$ cat src/rtl/hack_test_rom.sv
// Synchronous-read instruction ROM for Hack bring-up; holds a fixed 8-word test
// program and drives the CPU instruction bus through a single output register.
module hack_test_rom #(
  parameter int unsigned DEPTH      = 32768,
  parameter int unsigned INIT_WORDS = 8
) (
  input  logic        clka,
  input  logic        reset,
  input  logic        ena,
  input  logic [31:0] addra,
  output logic [15:0] douta
);

  localparam int unsigned DATA_W = 16;
  localparam int unsigned ADDR_W = 32;
  localparam int unsigned PROG_W = 3;

  logic [DATA_W-1:0] douta_q;
  logic [DATA_W-1:0] douta_d;
  logic [DATA_W-1:0] rom_word_c;
  logic              in_prog_c;

  // Only the leading program words carry content; everything else, including
  // addresses past DEPTH or with upper bits set, decodes to zero.
  assign in_prog_c = (addra < ADDR_W'(DEPTH)) && (addra < ADDR_W'(INIT_WORDS));

  always_comb begin
    rom_word_c = '0;
    if (in_prog_c) begin
      unique case (addra[PROG_W-1:0])
        3'd0:    rom_word_c = 16'h0000; // @0
        3'd1:    rom_word_c = 16'hEC10; // D=A
        3'd2:    rom_word_c = 16'h0002; // @2
        3'd3:    rom_word_c = 16'hE090; // D=D+A
        3'd4:    rom_word_c = 16'h0003; // @3
        3'd5:    rom_word_c = 16'hE308; // M=D
        3'd6:    rom_word_c = 16'h0006; // @6
        3'd7:    rom_word_c = 16'hEA87; // 0;JMP
        default: rom_word_c = '0;
      endcase
    end
  end

  always_comb begin
    douta_d = douta_q;
    if (ena) begin
      douta_d = rom_word_c;
    end
  end

  always_ff @(posedge clka or negedge reset) begin
    if (!reset) begin
      douta_q <= '0;
    end else begin
      douta_q <= douta_d;
    end
  end

  assign douta = douta_q;

endmodule

$ cat config.mk
export PLATFORM = sky130hd
export DESIGN_NAME = hack_test_rom
export DESIGN_NICKNAME = d
export VERILOG_FILES = /design/src/rtl/hack_test_rom.sv
export SDC_FILE = /design/constraint.sdc
export NUM_CORES = 1
export LEC_CHECK = 0
export ABC_CLOCK_PERIOD_IN_PS = 800
export CAP_MARGIN = 25
export CORE_MARGIN = 1
export CORE_UTILIZATION = 25
export DETAILED_ROUTE_END_ITERATION = 7
export HOLD_SLACK_MARGIN = 0.05
export PLACE_DENSITY_LB_ADDON = 0.08
export SYNTH_ARGS = -nofsm -noshare
export SYNTH_HDL_FRONTEND = slang
export SYNTH_SLANG_ARGS = --single-unit
$ cat constraint.sdc
create_clock -name clka -period 0.8 [get_ports clka]
set_input_delay 0.08 -clock clka [delete_from_list [all_inputs] [get_ports clka]]
set_output_delay 0.08 -clock clka [all_outputs]
set_load 0.05 [all_outputs]
==> results of run 1 <==
==> power by group <==
part           leakage, nW  total (mW)  internal, mW  switching (mW)
Combinational        0.535       0.386         0.205           0.180
Sequential           0.136       0.505         0.505   0.00000000110
Clock               0.0210       0.473         0.276           0.197
==> routing by layer <==
layer  GRT usage  up-vias  routed length [µm]
li1            -      374                   -
met1       0.214      374                 912
met2       0.237       21                1020
met3      0.0395        2                  81
met4      0.0482        0                  14
met5           0        -                   0
==> path summary, 6_finish.rpt <==
kind / from / to / slack, ns / cells after the start
min in group clka: addra[27] / douta[1]$_DFFE_PN0P_ / 0.16 / 4
worst min register to register: douta[2]$_DFFE_PN0P_ / douta[2]$_DFFE_PN0P_ / 0.56 / 2
worst min-delay path: reset / douta[0]$_DFFE_PN0P_ / 0.10 / 2
worst max register to register: douta[4]$_DFFE_PN0P_ / douta[4]$_DFFE_PN0P_ / 0.01 / 3
worst max-delay path: douta[14]$_DFFE_PN0P_ / douta[14] / -0.19 / 1
max in group asynchronous: reset / douta[14]$_DFFE_PN0P_ / 0.54 / 2
==> cells in the mapped netlist <==
cell type   n
o31ai_1     5
o21ai_0     1
inv_1       7
o32ai_1     5
nor4_2      6
nor3_1      1
conb_1      1
nand3b_1    2
nand4_2     2
nand2b_1    5
clkbuf_1    2
nor2b_1     2
buf_4       6
mux2_2      1
dfrtp_1    10
nand3_1     4
nor2_1      1
nand2_1     3
buf_2       1
ha_1        3
==> final cells by class <==
class                   count  area share
flip-flops and latches     10       0.158
clock buffers               4      0.0227
multi-input cells          46       0.334
repair buffers             66       0.445
inverters                   7      0.0164
well taps                  30      0.0234
==> cells by family (layout without fill, tap and decap cells) <==
logic type,after synthesis,in the layout,share of synthesized area
AND/OR/NAND/NOR,26,28,0.296
other,1,3,0.00558
multiplexers,1,1,0.0168
buffers and inverters,16,77,0.125
adder cells (fa/ha/maj),3,3,0.0559
flip-flops,10,10,0.372
AO/OA/AOI/OAI,11,11,0.128
==> metrics by stage <==
stage / setup WS [ns] / hold slack (ns) / setup TNS [ns] / power [mW] / instances
floorplan: -0.132 / -0.216 / -1.17 / 0.633 / 70
global placement: -0.655 / 0.389 / -6.47 / 0.883 / 148
detailed placement: -0.718 / 0.390 / -6.82 / 0.888 / 148
CTS: -0.203 / 0.105 / -2.49 / 1.36 / 160
global route: -0.221 / 0.107 / -3.33 / 1.44 / 163
finish: -0.192 / 0.101 / -2.52 / 1.36 / 163
==> what timing repair did <==
item / CTS / global route
pin swaps: 22 / 7
resized for setup: 117 / 9
setup buffers: 6 / 3
setup endpoints to repair: 23 / 23
cloned: 2 / 0
==> results.yml, run 1 <==
outcome:
  status: "finished, violations left"
  violations: "setup timing"
cells_and_area:
  final_cell_mix: "buf_4, buf_12, buf_6"
  regArea_um2: 253
  multi_input_area_um2: 536
  final.fill_count: 206
  final_nets: 172
  diodes: 0
  final_common_cell: "buf_4"
  area_delta_synth_final_pct: 138
  largest_reg_flops: 10
  utilization: 0.641
  layout-drive-gt1-share: 0.609
  fin_area_um2: 1600
logic_synthesis:
  synth_area_um2: 672
  ys_types: 20
  netlist_instances: 68
  yosys_warnings: 0
  synth_area_leaders: "dfrtp_1, nor4_2, buf_4"
  ys_seq_area_frac: 0.372
  synth.top_cell.area_share: 0.372
  avgSynthCellArea_um2: 9.88
  synth-seq-cells: 10
  yosys.area.top_type: "dfrtp_1"
timing:
  clock_skew_ns: 0
  fmax_mhz: 1010
  fin_crit_sh: 1.24
  drv_slew: 0
  worst_slack_ns: -0.192
  layout_min_cycle_time_ns: 0.992
  rsz0062_at_grt: "true"
  finalHoldViolCount: 0
  finalSetupViolCount: 23
clocking:
  clk_path_buf_depth: 2
  numCtsBuffers: 3
  cts_tree: "done"
  clk_latency_ns: 0.27
  cts.clk_slew.worst_paths_ns: 0.08
  hold_buffers: 0
  htreeDepth: 1
  cts_root_buffer: "clkbuf_4"
  clock_sinks: 10
routing:
  vias_per_cell: 4.73
  drt-total-wl_um: 2030
  drt_iter0_markers: 5
  drtAntennaViolNets: 0
  first_pass_iters: 4
  remaining_drc_errors: 0
  num_vias: 771
  wire_per_inst_um: 12.5
critical_path:
  arrival_ns: 0.91
  slowest_stage: "dfrtp_2"
  slowest_delay_ns: 0.47
  crit_fanout: 4
  crit_type: "register to output pin"
  endpoint_kind: "output pin"
  worst_ep_required_time_ns: 0.72
  path_buf_inv: 1
  start_kind: "register"
  crit_chain: "buf_12"
  critPathTopFamily: "flip-flops"
global_routing:
  grt_usage: 0.156
  grt_pass1_vias: 661
  grt_pass1_wl_um: 3210
  gr-total-overflow: 0
  grt_max_degree: 15
  antenna_found_initial: 0
hold_path:
  hold_path_class: "input pin to async pin"
floorplan:
  die_width_um: 53.8
  design.core.area_um2: 2500
  num_io_pins: 51
  rows: 18
  dieHeight_um: 53.8
  dieArea_um2: 2900
  initial_core_util: 0.269
power_and_ir_drop:
  p_leak_nw: 0.692
  vdd_drop_max_mv: 0.815
  power_density_nw_per_um2: 852
placed_design:
  io_buffers: 47
  dp_hpwl_um: 1360
  placed_area_um2: 1420
  gp_congestion: 0.703
run:
  maxCapViolCount: 0
No activity file was read; power rests on OpenSTA's default activity.
==> inputs of run 2 (changes only) <==
--- a/config.mk
+++ b/config.mk
@@ -5,11 +5,12 @@
 export SDC_FILE = /design/constraint.sdc
 export NUM_CORES = 1
 export LEC_CHECK = 0
-export ABC_CLOCK_PERIOD_IN_PS = 800
+export ABC_CLOCK_PERIOD_IN_PS = 900
 export CAP_MARGIN = 25
-export CORE_MARGIN = 1
+export CORE_MARGIN = 1.5
 export CORE_UTILIZATION = 25
 export DETAILED_ROUTE_END_ITERATION = 7
+export GPL_TIMING_DRIVEN = 0
 export HOLD_SLACK_MARGIN = 0.05
 export PLACE_DENSITY_LB_ADDON = 0.08
 export SYNTH_ARGS = -nofsm -noshare
==> constraint.sdc (replaced) <==
create_clock -name clka -period 0.9 [get_ports clka]
set_input_delay 0.09 -clock clka [delete_from_list [all_inputs] [get_ports clka]]
set_output_delay 0.09 -clock clka [all_outputs]
set_load 0.05 [all_outputs]
==> run 2 against run 1 <==
The run still ends with setup timing left. Final cell count up 1.2%. Count of clock-buffer cells in the layout did not move. Cell area shrank 7.6%. Hold slack improved by 0.024 ns. Critical path depth up 1. Combinational power is 21% lower. First-iteration DRC count up 40%. Setup slack better by 0.025 ns.
==> results.yml, run 2 (synthesis results as in run 1) <==
cells_and_area:
  multi_input_area_um2: 546
  largest_reg_flops: 10
  diodes: 0
  final_cell_mix: "buf_6, buf_4, buf_2"
  layout-drive-gt1-share: 0.637
  final.fill_count: 236
  final_common_cell: "buf_6"
  final_nets: 174
  regArea_um2: 253
  area_delta_synth_final_pct: 120
  fin_cells: 165
  utilization: 0.592
clocking:
  cts_root_buffer: "clkbuf_4"
  clock_sinks: 10
  clk_latency_ns: 0.27
  hold_buffers: 0
  cts.clk_slew.worst_paths_ns: 0.07
  cts_tree: "done"
  numCtsBuffers: 3
  clk_path_buf_depth: 2
  htreeDepth: 1
outcome:
  status: "finished, violations left"
  violations: "setup timing"
global_routing:
  grt_pass1_wl_um: 3280
  grt_pass1_vias: 708
  antenna_found_initial: 0
  grt_max_degree: 11
  gr-total-overflow: 0
  grt_usage: 0.160
routing:
  num_vias: 795
  first_pass_iters: 4
  drtAntennaViolNets: 0
  remaining_drc_errors: 0
  drt-total-wl_um: 2050
  vias_per_cell: 4.82
  drt_iter0_markers: 7
  wire_per_inst_um: 12.4
critical_path:
  endpoint_kind: "output pin"
  rrSetupSlack_ns: 0.09
  slowest_delay_ns: 0.44
  start_kind: "register"
  slowest_stage: "dfrtp_2"
  r2r-start: "douta[2]$_DFFE_PN0P_"
  reg2reg_depth: 3
  crit_chain: "buf_6 > buf_8"
  arrival_ns: 0.98
  crit_fanout: 4
  worst_ep_required_time_ns: 0.81
  worstReg2RegEnd: "douta[2]$_DFFE_PN0P_"
  crit_type: "register to output pin"
  endpoint: "douta[14]"
  startpoint: "douta[14]$_DFFE_PN0P_"
timing:
  fmax_mhz: 937
  worstMarginPinSlew_ns: 0.532
  slew_headroom: 0.645
  finalSetupViolCount: 13
  layout_min_cycle_time_ns: 1.07
  rsz0062_at_grt: "true"
  tns_ns: -0.774
  finalHoldViolCount: 0
  worst_slack_ns: -0.167
  clock_skew_ns: 0
  fin_crit_sh: 1.19
  drv_slew: 0
  whs_ns: 0.125
placed_design:
  dp_hpwl_um: 1310
  gp_congestion: 0.694
  io_buffers: 45
  dp.cells: 145
floorplan:
  design.core.area_um2: 2500
  die_width_um: 54.8
  num_io_pins: 51
  rows: 18
  initial_core_util: 0.269
  dieArea_um2: 3010
  dieHeight_um: 54.8
power_and_ir_drop:
  clkPwrFrac: 0.357
  swShare: 0.281
  p_leak_nw: 0.670
  vdd_drop_max_mv: 0.627
  power_density_nw_per_um2: 791
  power_frac_seq: 0.383
  pwr-share-comb: 0.260
  internal_power_mw: 0.842
  p_switching_mw: 0.328
hold_path:
  hold_path_class: "input pin to async pin"
run:
  maxCapViolCount: 0
[run 2: cell count changes in the layout (fill, tap and decap cells not counted), moves of 2 or more]
cell,before,now
dlygate4sd2_1,5,2
buf_6,10,19
buf_4,18,16
clkbuf_1,0,2
buf_12,14,0
buf_2,8,15
buf_8,0,3
[run 2: power by group through the flow]
stage | logic (mW) | registers [mW] | clock network (mW)
after CTS | 0.291 | 0.449 | 0.428
after detailed placement | 0.292 | 0.458 | 0
after floorplan | 0.101 | 0.458 | 0
final | 0.304 | 0.449 | 0.418
after global placement | 0.289 | 0.458 | 0
after global routing | 0.326 | 0.449 | 0.445
[run 2: worst min-delay path by stage]
stage,from,to,slack [ns],cells past startpoint
after detailed placement,addra[2],douta[8]$_DFFE_PN0P_,0.43,3
final,reset,douta[4]$_DFFE_PN0P_,0.12,1
after floorplan,reset,douta[0]$_DFFE_PN0P_,-0.21,0
after global routing,addra[2],douta[8]$_DFFE_PN0P_,0.15,3
after CTS,addra[2],douta[8]$_DFFE_PN0P_,0.13,3
after global placement,addra[2],douta[8]$_DFFE_PN0P_,0.43,3
[run 2: cell type report]
| class | instances | area share |
|---|---|---|
| well taps | 30 | 0.0254 |
| inverters | 7 | 0.0178 |
| multi-input cells | 46 | 0.369 |
| repair buffers | 59 | 0.347 |
| plain buffers | 9 | 0.0465 |
| flip-flops and latches | 10 | 0.171 |
| clock buffers | 4 | 0.0245 |
[run 2: worst max-delay path: cells and delay by family (launching register included)]
kind | cells | cell delay, ns
DFF | 1 | 0.44
buffers and inverters | 2 | 0.27
[run 2: repair_timing]
item / in CTS / in global routing
resized for setup: 213 / 11
setup endpoints to repair: 23 / 23
setup buffers: 9 / 5
pin swaps: 19 / 9
cloned: 2 / 0
[run 2: per-stage QoR]
step	power, mW	setup slack, ns	cell area [µm²]
after floorplan	0.559	-0.0425	734
after global placement	0.747	-0.653	1220
after detailed placement	0.750	-0.681	1220
after CTS	1.17	-0.175	1400
after global routing	1.22	-0.195	1480
final	1.17	-0.167	1480
[run 2: routing by layer]
metal / share of wire / track usage / vias up / wire length [µm]
met2: 0.50 / 0.254 / 32 / 1030
met4: 0.019 / 0.0750 / 0 / 38
met3: 0.066 / 0.0328 / 5 / 135
li1: - / - / 377 / -
met5: 0 / 0 / - / 0
met1: 0.41 / 0.205 / 381 / 851
==> inputs of run 3 (changes only) <==
--- a/config.mk
+++ b/config.mk
@@ -5,9 +5,8 @@
 export SDC_FILE = /design/constraint.sdc
 export NUM_CORES = 1
 export LEC_CHECK = 0
-export ABC_CLOCK_PERIOD_IN_PS = 900
+export ABC_CLOCK_PERIOD_IN_PS = 1300
 export CAP_MARGIN = 25
-export CORE_MARGIN = 1.5
 export CORE_UTILIZATION = 25
 export DETAILED_ROUTE_END_ITERATION = 7
 export GPL_TIMING_DRIVEN = 0
==> constraint.sdc (replaced) <==
create_clock -name clka -period 1.3 [get_ports clka]
set_input_delay 0.13 -clock clka [delete_from_list [all_inputs] [get_ports clka]]
set_output_delay 0.13 -clock clka [all_outputs]
set_load 0.05 [all_outputs]
==> run 3 against run 2 <==
The flow now finishes without violations. Sequential share of layout area is 1.3 points higher. Global-route usage down 1.4 points. Combinational power down 34%. Flip-flop and latch count unchanged. Clock skew unchanged. Cell area is 8.1% lower. Utilization shrank 4.8 points. Critical path depth shrank 1. Final cell count decreased by 7.3%. Largest power group unchanged.
==> results.yml, run 3 (synthesis results as in run 1) <==
floorplan:
  die_width_um: 53.8
  initial_core_util: 0.269
  rows: 18
  dieHeight_um: 53.8
  design.core.area_um2: 2500
  dieArea_um2: 2900
  num_io_pins: 51
critical_path:
  slowest_stage: "dlygate4sd2_1"
  path_buf_inv: 1
  endpoint_kind: "output pin"
  crit_chain: "dlygate4sd2_1"
  start_kind: "register"
  critPathTopFamily: "buffers and inverters"
  crit_fanout: 2
  slowest_delay_ns: 0.53
  worst_ep_required_time_ns: 1.17
  arrival_ns: 1.14
  crit_type: "register to output pin"
clocking:
  cts.clk_slew.worst_paths_ns: 0.07
  numCtsBuffers: 3
  hold_buffers: 0
  clk_path_buf_depth: 2
  htreeDepth: 1
  clock_sinks: 10
  clk_latency_ns: 0.27
  cts_tree: "done"
  cts_root_buffer: "clkbuf_4"
routing:
  vias_per_cell: 4.52
  drtAntennaViolNets: 0
  num_vias: 692
  wire_per_inst_um: 13.0
  remaining_drc_errors: 0
  first_pass_iters: 2
  drt-total-wl_um: 1980
  drt_iter0_markers: 2
timing:
  clock_skew_ns: 0
  layout_min_cycle_time_ns: 1.27
  slew_headroom: 0.638
  worst_slack_ns: 0.0328
  worstMarginPinSlew_ns: 0.543
  finalHoldViolCount: 0
  whs_ns: 0.181
  fmax_mhz: 789
  rsz0062_at_grt: "false"
  tns_ns: 0
  finalSetupViolCount: 0
  fin_crit_sh: 0.975
  drv_slew: 0
power_and_ir_drop:
  power_mw: 0.731
  power_density_nw_per_um2: 537
  p_leak_nw: 0.700
  vdd_drop_max_mv: 0.308
global_routing:
  grt_pass1_vias: 597
  antenna_found_initial: 0
  grt_max_degree: 11
  gr-total-overflow: 0
  grt_pass1_wl_um: 2890
  grt_usage: 0.146
cells_and_area:
  area_delta_synth_final_pct: 102
  final_nets: 163
  final_cell_mix: "dlymetal6s2s_1, clkdlybuf4s50_1, dfrtp_1"
  largest_reg_flops: 10
  final_common_cell: "dlymetal6s2s_1"
  fin_cells: 153
  diodes: 0
  layout-drive-gt1-share: 0.309
placed_design:
  io_buffers: 45
  dp_hpwl_um: 1320
  place_ws_ns: -0.354
  gp_congestion: 0.704
  dp.cells: 145
outcome:
  status: "complete, no violations"
run:
  maxCapViolCount: 0
hold_path:
  hold_path_class: "input pin to async pin"
[run 3: cell types whose count changed in the layout (fill, tap and decap cells not counted), sizes merged]
cell,change
clkdlybuf4s50,+13
buf,-40
clkdlybuf4s15,-1
clkbuf,-1
dlymetal6s2s,+18
nand4,-1
[run 3: cell type report]
type / count / area [µm²]
sequential: 10 / 250
fill: 226 / 1140
multi-input combinational: 45 / 450
clock buffer: 3 / 22.5
tap: 30 / 37.5
timing repair buffer: 49 / 515
inverter: 7 / 26.3
buffer: 9 / 57.6
[run 3: power breakdown]
part | switching (mW) | total (mW) | internal [mW]
logic | 0.0906 | 0.201 | 0.111
registers | 0.000000000265 | 0.311 | 0.311
clock network | 0.112 | 0.219 | 0.107
total | 0.202 | 0.731 | 0.529
[run 3: repair_timing]
action | 4_1_cts | 5_1_grt
gates cloned | 1 | 1
buffers inserted | 1 | 2
setup endpoints to repair | 19 | 18
pin swaps | 8 | 14
gates resized for setup | 27 | 40
[run 3: final timing paths]
kind | from | depth (start not counted) | end | slack, ns
setup / recovery | douta[10]$_DFFE_PN0P_ | 1 | douta[10] | 0.03
hold / removal | reset | 1 | douta[4]$_DFFE_PN0P_ | 0.18
setup reg to reg | douta[14]$_DFFE_PN0P_ | 2 | douta[14]$_DFFE_PN0P_ | 0.61
hold reg to reg | douta[9]$_DFFE_PN0P_ | 2 | douta[9]$_DFFE_PN0P_ | 0.49
max in group asynchronous | reset | 1 | douta[8]$_DFFE_PN0P_ | 0.80
min in group clka | addra[2] | 3 | douta[0]$_DFFE_PN0P_ | 0.20
[run 3: metrics by stage]
step                       util  cell area (µm²)
after floorplan               -              679
after global placement    0.467             1170
after detailed placement  0.467             1170
after CTS                 0.498             1240
after global routing      0.544             1360
final                     0.544             1360
[run 3: metal layers]
metal	wire length, µm	track usage	vias to the layer above
li1	-	-	351
met4	21	0.0658	0
met1	880	0.184	320
met5	0	0	-
met3	99	0.0424	3
met2	980	0.228	18
